`src/rtl/alarm_clock_multi_if.sv`:
```
// Front-panel inputs and display/buzzer outputs of the multi-alarm clock.
interface alarm_clock_multi_if #(
    parameter int unsigned NA = 2
);
    localparam int unsigned AW = (NA > 1) ? $clog2(NA) : 1;

    logic          timeset;
    logic          alarmset;
    logic [AW-1:0] alsel;
    logic          minadv;
    logic          hrsadv;
    logic          dayadv;
    logic [NA-1:0] alarmon;
    logic          snooze;
    logic          ack;

    logic [6:0]    tsec;
    logic [6:0]    tmin;
    logic [6:0]    thrs;
    logic [6:0]    tdays;
    logic [6:0]    dmin;
    logic [6:0]    dhrs;
    logic [6:0]    ddays;
    logic [NA-1:0] ringing;
    logic          buzz;

    modport master (
        output timeset, alarmset, alsel, minadv, hrsadv, dayadv, alarmon, snooze, ack,
        input  tsec, tmin, thrs, tdays, dmin, dhrs, ddays, ringing, buzz
    );

    modport slave (
        input  timeset, alarmset, alsel, minadv, hrsadv, dayadv, alarmon, snooze, ack,
        output tsec, tmin, thrs, tdays, dmin, dhrs, ddays, ringing, buzz
    );
endinterface

```
`src/rtl/alarm_clock_multi.sv`:
```
// Time-of-day/day-of-week clock with NA independent alarm channels, each with
// its own ring/snooze state machine and ring timeout. Clocked once per second.
module alarm_clock_multi #(
    parameter int unsigned NS       = 60,
    parameter int unsigned NH       = 24,
    parameter int unsigned ND       = 7,
    parameter int unsigned NA       = 2,
    parameter int unsigned RING_MAX = 60,
    parameter int unsigned SNZ_SEC  = 300
) (
    input logic                pulse,
    input logic                reset,
    alarm_clock_multi_if.slave bus
);
    localparam int unsigned AW = (NA > 1) ? $clog2(NA) : 1;
    localparam logic [15:0] RING_LOAD = 16'(RING_MAX - 1);
    localparam logic [15:0] SNZ_LOAD  = 16'(SNZ_SEC - 1);

    typedef enum logic [1:0] {StIdle, StRing, StSnz} ch_state_e;

    logic [6:0]    tsec_q, tmin_q, thrs_q, tdays_q;
    logic [6:0]    amin_q  [NA];
    logic [6:0]    ahrs_q  [NA];
    logic [6:0]    adays_q [NA];
    ch_state_e     state_q [NA];
    ch_state_e     state_d [NA];
    logic [15:0]   ring_cnt_q [NA];
    logic [15:0]   ring_cnt_d [NA];
    logic [15:0]   snz_cnt_q  [NA];
    logic [15:0]   snz_cnt_d  [NA];
    logic [NA-1:0] match;
    logic [NA-1:0] sel_onehot;
    logic [NA-1:0] ringing;
    logic          sec_wrap, min_wrap, hrs_wrap, day_wrap;
    logic          min_inc, hrs_inc, day_inc;

    // Carry conditions; manual advances replace the carry chain and never ripple.
    always_comb begin
        sec_wrap = (tsec_q == 7'(NS - 1));
        min_wrap = (tmin_q == 7'(NS - 1));
        hrs_wrap = (thrs_q == 7'(NH - 1));
        day_wrap = (tdays_q == 7'(ND - 1));
        min_inc  = bus.timeset ? bus.minadv : sec_wrap;
        hrs_inc  = bus.timeset ? bus.hrsadv : (sec_wrap && min_wrap);
        day_inc  = bus.timeset ? bus.dayadv : (sec_wrap && min_wrap && hrs_wrap);
    end

    // Time chain registers.
    always_ff @(posedge pulse) begin
        if (reset) begin
            tsec_q  <= '0;
            tmin_q  <= '0;
            thrs_q  <= '0;
            tdays_q <= '0;
        end else begin
            if (!bus.timeset) tsec_q  <= sec_wrap ? '0 : tsec_q + 7'd1;
            if (min_inc)      tmin_q  <= min_wrap ? '0 : tmin_q + 7'd1;
            if (hrs_inc)      thrs_q  <= hrs_wrap ? '0 : thrs_q + 7'd1;
            if (day_inc)      tdays_q <= day_wrap ? '0 : tdays_q + 7'd1;
        end
    end

    // Channel select decode; an out-of-range alsel selects nothing.
    always_comb begin
        sel_onehot = '0;
        for (int unsigned i = 0; i < NA; i++) begin
            sel_onehot[i] = (bus.alsel == AW'(i));
        end
    end

    // Alarm set registers; time-set mode locks them out.
    always_ff @(posedge pulse) begin
        for (int unsigned i = 0; i < NA; i++) begin
            if (reset) begin
                amin_q[i]  <= '0;
                ahrs_q[i]  <= '0;
                adays_q[i] <= '0;
            end else if (bus.alarmset && !bus.timeset && sel_onehot[i]) begin
                if (bus.minadv) amin_q[i]  <= (amin_q[i] == 7'(NS - 1)) ? '0 : amin_q[i] + 7'd1;
                if (bus.hrsadv) ahrs_q[i]  <= (ahrs_q[i] == 7'(NH - 1)) ? '0 : ahrs_q[i] + 7'd1;
                // ADays counts 0..ND, where ND is the every-day setting.
                if (bus.dayadv) adays_q[i] <= (adays_q[i] == 7'(ND)) ? '0 : adays_q[i] + 7'd1;
            end
        end
    end

    // Per-channel alarm match on the current second.
    always_comb begin
        match = '0;
        for (int unsigned i = 0; i < NA; i++) begin
            match[i] = bus.alarmon[i] && !bus.timeset && (tsec_q == '0) &&
                       (tmin_q == amin_q[i]) && (thrs_q == ahrs_q[i]) &&
                       ((adays_q[i] == 7'(ND)) || (tdays_q == adays_q[i]));
        end
    end

    // Channel state and counter registers.
    always_ff @(posedge pulse) begin
        for (int unsigned i = 0; i < NA; i++) begin
            if (reset) begin
                state_q[i]    <= StIdle;
                ring_cnt_q[i] <= '0;
                snz_cnt_q[i]  <= '0;
            end else begin
                state_q[i]    <= state_d[i];
                ring_cnt_q[i] <= ring_cnt_d[i];
                snz_cnt_q[i]  <= snz_cnt_d[i];
            end
        end
    end

    // Channel next state: disarm > ack > snooze > match > timer.
    always_comb begin
        for (int unsigned i = 0; i < NA; i++) begin
            state_d[i]    = state_q[i];
            ring_cnt_d[i] = ring_cnt_q[i];
            snz_cnt_d[i]  = snz_cnt_q[i];
            if (!bus.alarmon[i]) begin
                state_d[i] = StIdle;
            end else begin
                case (state_q[i])
                    StIdle: begin
                        if (match[i]) begin
                            state_d[i]    = StRing;
                            ring_cnt_d[i] = RING_LOAD;
                        end
                    end
                    StRing: begin
                        if (bus.ack) begin
                            state_d[i] = StIdle;
                        end else if (bus.snooze) begin
                            state_d[i]   = StSnz;
                            snz_cnt_d[i] = SNZ_LOAD;
                        end else if (match[i]) begin
                            ring_cnt_d[i] = RING_LOAD;
                        end else if (ring_cnt_q[i] == '0) begin
                            state_d[i] = StIdle;
                        end else begin
                            ring_cnt_d[i] = ring_cnt_q[i] - 16'd1;
                        end
                    end
                    StSnz: begin
                        // Snooze while already snoozing is ignored.
                        if (bus.ack) begin
                            state_d[i] = StIdle;
                        end else if (match[i] || (snz_cnt_q[i] == '0)) begin
                            state_d[i]    = StRing;
                            ring_cnt_d[i] = RING_LOAD;
                        end else begin
                            snz_cnt_d[i] = snz_cnt_q[i] - 16'd1;
                        end
                    end
                    default: state_d[i] = StIdle;
                endcase
            end
        end
    end

    // Outputs: state decodes plus the alarm/time display mux.
    always_comb begin
        ringing   = '0;
        bus.dmin  = tmin_q;
        bus.dhrs  = thrs_q;
        bus.ddays = tdays_q;
        for (int unsigned i = 0; i < NA; i++) begin
            ringing[i] = (state_q[i] == StRing);
            if (bus.alarmset && sel_onehot[i]) begin
                bus.dmin  = amin_q[i];
                bus.dhrs  = ahrs_q[i];
                bus.ddays = adays_q[i];
            end
        end
        bus.ringing = ringing;
        bus.buzz    = |ringing;
        bus.tsec    = tsec_q;
        bus.tmin    = tmin_q;
        bus.thrs    = thrs_q;
        bus.tdays   = tdays_q;
    end
endmodule

```
`src/flat_wrapper.sv`:
```
// flat-port wrapper written by rule: the top's interface ports become plain ports
module alarm_clock_multi_flat 
#(
    parameter int unsigned NS       = 60,
    parameter int unsigned NH       = 24,
    parameter int unsigned ND       = 7,
    parameter int unsigned NA       = 2,
    parameter int unsigned RING_MAX = 60,
    parameter int unsigned SNZ_SEC  = 300
)
  (pulse, reset, bus_timeset, bus_alarmset, bus_alsel, bus_minadv, bus_hrsadv, bus_dayadv, bus_alarmon, bus_snooze, bus_ack, bus_tsec, bus_tmin, bus_thrs, bus_tdays, bus_dmin, bus_dhrs, bus_ddays, bus_ringing, bus_buzz);
  alarm_clock_multi_if #(.NA(NA)) bus_i ();
  input logic pulse;
  input logic reset;
  input wire logic [$bits(bus_i.timeset)-1:0] bus_timeset;
  input wire logic [$bits(bus_i.alarmset)-1:0] bus_alarmset;
  input wire logic [$bits(bus_i.alsel)-1:0] bus_alsel;
  input wire logic [$bits(bus_i.minadv)-1:0] bus_minadv;
  input wire logic [$bits(bus_i.hrsadv)-1:0] bus_hrsadv;
  input wire logic [$bits(bus_i.dayadv)-1:0] bus_dayadv;
  input wire logic [$bits(bus_i.alarmon)-1:0] bus_alarmon;
  input wire logic [$bits(bus_i.snooze)-1:0] bus_snooze;
  input wire logic [$bits(bus_i.ack)-1:0] bus_ack;
  output wire logic [$bits(bus_i.tsec)-1:0] bus_tsec;
  output wire logic [$bits(bus_i.tmin)-1:0] bus_tmin;
  output wire logic [$bits(bus_i.thrs)-1:0] bus_thrs;
  output wire logic [$bits(bus_i.tdays)-1:0] bus_tdays;
  output wire logic [$bits(bus_i.dmin)-1:0] bus_dmin;
  output wire logic [$bits(bus_i.dhrs)-1:0] bus_dhrs;
  output wire logic [$bits(bus_i.ddays)-1:0] bus_ddays;
  output wire logic [$bits(bus_i.ringing)-1:0] bus_ringing;
  output wire logic [$bits(bus_i.buzz)-1:0] bus_buzz;
  assign bus_i.timeset = bus_timeset;
  assign bus_i.alarmset = bus_alarmset;
  assign bus_i.alsel = bus_alsel;
  assign bus_i.minadv = bus_minadv;
  assign bus_i.hrsadv = bus_hrsadv;
  assign bus_i.dayadv = bus_dayadv;
  assign bus_i.alarmon = bus_alarmon;
  assign bus_i.snooze = bus_snooze;
  assign bus_i.ack = bus_ack;
  assign bus_tsec = bus_i.tsec;
  assign bus_tmin = bus_i.tmin;
  assign bus_thrs = bus_i.thrs;
  assign bus_tdays = bus_i.tdays;
  assign bus_dmin = bus_i.dmin;
  assign bus_dhrs = bus_i.dhrs;
  assign bus_ddays = bus_i.ddays;
  assign bus_ringing = bus_i.ringing;
  assign bus_buzz = bus_i.buzz;
  alarm_clock_multi #(.NS(NS), .NH(NH), .ND(ND), .NA(NA), .RING_MAX(RING_MAX), .SNZ_SEC(SNZ_SEC)) u_core (.pulse(pulse), .reset(reset), .bus(bus_i));
endmodule
```
`config.mk`:
```
export PLATFORM = sky130hd
export DESIGN_NAME = alarm_clock_multi_flat
export DESIGN_NICKNAME = d
export VERILOG_FILES = /design/src/rtl/alarm_clock_multi_if.sv /design/src/rtl/alarm_clock_multi.sv /design/src/flat_wrapper.sv
export SDC_FILE = /design/constraint.sdc
export NUM_CORES = 1
export LEC_CHECK = 0
export CORE_MARGIN = 2
export CORE_UTILIZATION = 30
export CTS_BUF_LIST = sky130_fd_sc_hd__clkbuf_2 sky130_fd_sc_hd__clkbuf_4 sky130_fd_sc_hd__clkbuf_8
export DETAILED_ROUTE_END_ITERATION = 8
export REMOVE_ABC_BUFFERS = 1
export SLEW_MARGIN = 20
export SYNTH_ARGS = -nofsm -noshare
export SYNTH_HDL_FRONTEND = slang
export SYNTH_SLANG_ARGS = --single-unit
```
`constraint.sdc`:
```
create_clock -name pulse -period 4 [get_ports pulse]
set_input_delay 0.4 -clock pulse [delete_from_list [all_inputs] [get_ports pulse]]
set_output_delay 0.4 -clock pulse [all_outputs]
set_load 0.005 [all_outputs]
```
After elaboration in Yosys (flattened, before gate mapping)
Memories as Yosys holds them, arrays and structs flattened.
Cells that the tools add are included.
{"block": "totals", "ff_bits": 28, "ramBits": 110, "elab_cells": 190, "out_inout_bits": 52, "input_bits": 12, "mem_count": 6}
{"memory": "u_core.ring_cnt_q", "words": 2, "word_bits": 16, "read_ports": 2, "rd_clocked_by_memory_dff": 0, "wr": 2, "line_no": "alarm_clock_multi.sv:27", "text": "logic [15:0] ring_cnt_q [NA];"}
{"memory": "u_core.snz_cnt_q", "words": 2, "word_bits": 16, "read_ports": 2, "rd_clocked_by_memory_dff": 0, "wr": 2, "line_no": "alarm_clock_multi.sv:29", "text": "logic [15:0] snz_cnt_q [NA];"}
{"memory": "u_core.adays_q", "words": 2, "word_bits": 7, "read_ports": 2, "rd_clocked_by_memory_dff": 0, "wr": 2, "line_no": "alarm_clock_multi.sv:24", "text": "logic [6:0] adays_q [NA];"}
{"memory": "u_core.ahrs_q", "words": 2, "word_bits": 7, "read_ports": 2, "rd_clocked_by_memory_dff": 0, "wr": 2, "line_no": "alarm_clock_multi.sv:23", "text": "logic [6:0] ahrs_q [NA];"}
{"memory": "u_core.amin_q", "words": 2, "word_bits": 7, "read_ports": 2, "rd_clocked_by_memory_dff": 0, "wr": 2, "line_no": "alarm_clock_multi.sv:22", "text": "logic [6:0] amin_q [NA];"}
{"memory": "u_core.state_q", "words": 2, "word_bits": 2, "read_ports": 2, "rd_clocked_by_memory_dff": 0, "wr": 2, "line_no": "alarm_clock_multi.sv:25", "text": "ch_state_e state_q [NA];"}
{"block": "classes", "mux": 103, "n_reduce_logical": 30, "bitwise": 13, "eq_ne": 20, "addsub": 14}
{"op": "$mux 16", "n": 30}
{"op": "$mux 7", "n": 22}
{"op": "$pmux 16 s3", "n": 2}
{"op": "$add 7x1->7 const B", "n": 10}
{"op": "$logic_not 16->1", "n": 4}
{"op": "$pmux 16 s2", "n": 2}
{"op": "$sub 16x1->16 const B", "n": 4}
{"op": "$eq 7x7->1", "n": 6}
{"op": "$mux 2", "n": 18}
{"op": "$eq 7x6->1 const B", "n": 4}
{"op": "$mux 1", "n": 27}
{"op": "$eq 7x3->1 const B", "n": 3}
{"op": "$eq 7x5->1 const B", "n": 3}
{"op": "$logic_and 1x1->1", "n": 17}
{"op": "$or 1x1->1", "n": 12}
{"op": "$pmux 2 s3", "n": 2}
{"op": "$logic_not 7->1", "n": 1}
{"op": "$eq 2x1->1 const B", "n": 2}
{"op": "$eq 2x2->1 const B", "n": 2}
{"op": "$logic_not 2->1", "n": 2}
{"op": "$logic_or 1x1->1", "n": 4}
{"op": "$reduce_or 2->1", "n": 1}
{"op": "$logic_not 1->1", "n": 1}
{"op": "$not 1->1", "n": 1}

Longest topological paths before layout
{"block": "depth", "ltp_word": 12, "mapped_depth": 11, "mapped_depth_nobuf": 9}

Worst setup path after synthesis
Ideal clock, no wire load.
{"block": "synth_path", "path_kind": "flip-flop to flip-flop", "from": "reg u_core.tmin_q[0] (netlist: u_core.bus.tmin[0])", "to": "mem u_core.ring_cnt_q[1][7]", "setup_ns": 0.117, "synth_period_minus_slack_ns": 2.145, "slack_ns": 1.855, "n_path_buf": 2, "t_required_ns": 3.883, "stages_incl_launch_ff": 10, "t_arrival_ns": 2.028, "path_cell_list": "dfxtp_1 clkbuf_1 xnor2_1 nand3_1 nor3_1 nand3_1 a21oi_4 buf_4 o21ai_0 a32o_1"}
{"element": "start: declaration", "line_no": "alarm_clock_multi.sv:21", "text": "logic [6:0] tsec_q, tmin_q, thrs_q, tdays_q;"}
{"element": "start signal: assignment", "line_no": "alarm_clock_multi.sv:57", "text": "if (min_inc) tmin_q <= min_wrap ? '0 : tmin_q + 7'd1;"}
{"element": "end: declaration", "line_no": "alarm_clock_multi.sv:27"}

Final worst setup path
{"block": "layout_path", "from": "in bus_alarmset", "to": "out bus_dmin[3]"}
{"block": "layout_between", "elab_chain_cells": 3, "elab_cells_between_ends": 4, "cone_classes": "mux (2); reduce/logical (2)"}
{"element": "start: declaration", "line_no": "flat_wrapper.sv:16", "text": "input wire logic [$bits(bus_i.alarmset)-1:0] bus_alarmset;"}
{"element": "$logic_and 1x1->1", "line_no": "alarm_clock_multi.sv:167", "text": "if (bus.alarmset && sel_onehot[i]) begin"}
{"element": "$mux 7", "line_no": "alarm_clock_multi.sv:167"}
{"element": "$mux 7 (*)", "line_no": "alarm_clock_multi.sv:167"}
{"element": "end: declaration", "line_no": "flat_wrapper.sv:28", "text": "output wire logic [$bits(bus_i.dmin)-1:0] bus_dmin;"}
Mark *: on every way between the ends. The rest lies on a longest branch, timed or not.

==> results.ini <==
[clocking]
cts_tree=yes
cts_made_buffers=17
ctsResizeCount=0
clk_latency_ns=0.46
clock-sinks=138
h-tree-depth=4
cts_setup_buffers=0
clkTransAtPathRegs_ns=0.08
clockBufferDepth=2
cts_root_buffer=clkbuf_8
cts.hold.buffers_added=0

[global_routing]
grtUsageTotal_pct=15.1
grt_pass1_wl_um=35300
gr-total-overflow=0
antenna_found_initial=0
grt_max_degree=62
first_global_vias=6913

[layout]
drive_above_1_share_pct=6.98
antenna_cells=0
synthToLayoutAreaGrowth_pct=16.2
final_common_cell=nor2_1
fin_cells=1424
fin_nets=1065
final_cell_mix=nor2_1 (148), nand2_1 (98), dfxtp_1 (96)
fill_cells=2920

[status]
status=finished, final reports clean

[placement]
port_buffers=63
place.detailed.hpwl_um=15100
post-place-ws_ns=0.789
place_inst=1392
routabilityCongestion=0.852

[setup_path]
cp-end-kind=primary output
reg2reg_to=u_core.snz_cnt_q[1][8]
critPathKind=in -> out
required_ns=3.60
crit_fanout=28
cp-start-kind=input port
critPathArrivalTime_ns=2.46
r2r_start=u_core.adays_q[1][0]
reg2reg_depth=7
r2r_slack_ns=1.16

[floorplan]
core.rowCount=61
start_util_pct=30.2
core_area_mm2=0.0276
die_w_um=171
io-pin-count=64
dieArea_mm2=0.0292
die_h_um=171

[sta]
hold_viol=0
fin_crit_ns=2.86
period_share_pct=71.5
skew_ns=0.0109
setup_viol=0
setup_tns_ns=0
setup_ws_ns=1.14
relSlewSlack_pct=34.8
drv_slew=0
worst_pin_slew_ns=0.963
max_freq_mhz=350
grt_setup_unrepaired=no

[power_and_ir_drop]
vdd_drop_max_v=0.000160
power_density_mw_per_mm2=314
internal-power_uw=2290
seqPwrFrac_pct=50.0
p_clk_share_pct=41.8
p_leak_uw=0.00352
swShare_pct=24.9
pwr-share-comb_pct=8.2
power.switching_uw=758

[synth]
yosys_warnings=0
synthArstFlopShare_pct=0
synthCells=1003
netlist_area_mm2=0.00835
yosysUniqueCellTypes=69
ys_ff_latch=138
synth_edf_count=42
yosysSeqAreaShare_pct=38.1
synth_flop_cell=dfxtp_1
syn_avg_cell_area_um2=8.32

[detailed_routing]
wl_per_cell_um=15.0
vias_per_cell=5.14
ant_nets=0
dr.pass1.iters=5
drc_errors=0
num_vias=7324
drt_wl_total_um=21300
drt_first_iter_violations=485

[run]
cap_viol_max_count=0

[min_path]
hp-class=reg -> reg
min_path_cells=2
min-delay-start=u_core.snz_cnt_q[0][4]
min_to=u_core.snz_cnt_q[0][4]

==> power groups by stage <==
stage / combinational (uW) / clock [uW] / sequential [uW]
2_1_floorplan: 129 / 0 / 1540
3_3_place_gp: 249 / 0 / 1550
3_5_place_dp: 250 / 0 / 1550
4_1_cts: 253 / 1310 / 1520
5_1_grt: 276 / 1370 / 1530
6_report: 250 / 1270 / 1520
==> worst max-delay path: stages <==
cell	delay, ns
clkdlybuf4s50_1	0.90
buf_12	0.26
nor2_1	0.05
a21oi_1	0.28
clkdlybuf4s50_1	0.57
==> registers in the layout (all words and copies together) (netlist names) <==
signal,flops
u_core.ring_cnt_q,32
u_core.bus.tmin,7
u_core.bus.tdays,7
u_core.state_q,4
u_core.amin_q,14
u_core.ahrs_q,14
u_core.adays_q,14
u_core.bus.thrs,7
u_core.bus.tsec,7
u_core.snz_cnt_q,32
==> stage by stage <==
stage               area (um^2)  hold slack [ns]  utilization [%]  power, uW
global route               9700            0.502             35.1       3180
detailed placement         9260            0.471             33.5       1800
floorplan                  8080            0.439                -       1670
global placement           9260            0.460             33.5       1800
CTS                        9700            0.482             35.1       3080
finish                     9700            0.480             35.1       3040
==> cell usage after synthesis (3+ instances only) <==
master	instances	area [um^2]
a32o_1	7	70.1
o21a_1	7	52.6
mux2i_1	23	230
nor2b_1	8	50.1
o21ai_0	28	140
a21boi_0	6	45.0
a21oi_1	58	290
a21o_1	6	45.0
nor3b_1	3	22.5
nor4_1	16	100
nor2_1	148	556
or2_2	4	25.0
a211o_1	4	35.0
dfxtp_1	96	1920
nand2b_1	11	68.8
nand4_1	21	131
a31oi_1	10	62.6
inv_1	28	105
nand4b_1	9	78.8
a31o_2	9	78.8
and2_1	8	50.1
clkbuf_1	41	154
or3_1	6	37.5
edfxtp_1	42	1260
ha_1	20	250
nor4b_1	6	52.6
xor2_1	35	307
o32ai_1	5	43.8
a211oi_1	7	52.6
and3_1	19	119
xnor2_1	61	534
nand2_1	98	368
a311oi_1	7	61.3
nor3_1	32	160
buf_2	13	65.1
nand3_1	53	265
==> area by class of cell <==
class,instances,area [um^2],share of cell area (%)
Multi-Input combinational cell,775,4790,49.4
Clock inverter,13,193,1.99
Tap cell,378,473,4.88
Timing Repair Buffer,72,706,7.27
Clock buffer,19,249,2.57
Sequential cell,138,3180,32.8
Inverter,29,109,1.12
==> how the worst max path moves through the flow <==
| stage | start | to | slack [ns] | cells past startpoint |
|---|---|---|---|---|
| 2_1_floorplan | u_core.adays_q[0][0] | u_core.ring_cnt_q[0][7] | 1.64 | 7 |
| 3_3_place_gp | bus_timeset | u_core.snz_cnt_q[0][8] | 0.88 | 8 |
| 3_5_place_dp | bus_timeset | u_core.snz_cnt_q[0][8] | 0.79 | 8 |
| 4_1_cts | u_core.adays_q[1][0] | u_core.snz_cnt_q[1][8] | 1.14 | 7 |
| 5_1_grt | u_core.bus.thrs[2] | u_core.ring_cnt_q[0][14] | 0.95 | 7 |
| 6_report | bus_alarmset | bus_dmin[3] | 1.14 | 5 |
==> cell families (layout without fill, tap and decap cells) <==
| logic type | Yosys count | after routing | share of synthesized area, % |
|---|---|---|---|
| buffers and inverters | 90 | 133 | 4.53 |
| multiplexers | 23 | 23 | 2.76 |
| adder cells (fa/ha/maj) | 20 | 20 | 3.00 |
| AND/OR/NAND/NOR | 454 | 454 | 26.4 |
| AO/OA/AOI/OAI | 182 | 182 | 15.1 |
| flip-flops | 138 | 138 | 38.1 |
| XOR/XNOR | 96 | 96 | 10.1 |
==> metal layers <==
layer,global-route usage [%],vias up,wire [um]
met5,0,-,0
met4,3.91,0,255
met3,2.71,16,998
met2,24.7,168,9780
met1,20.5,3520,10300
li1,-,3620,-
No activity file was read; power rests on OpenSTA's default activity.
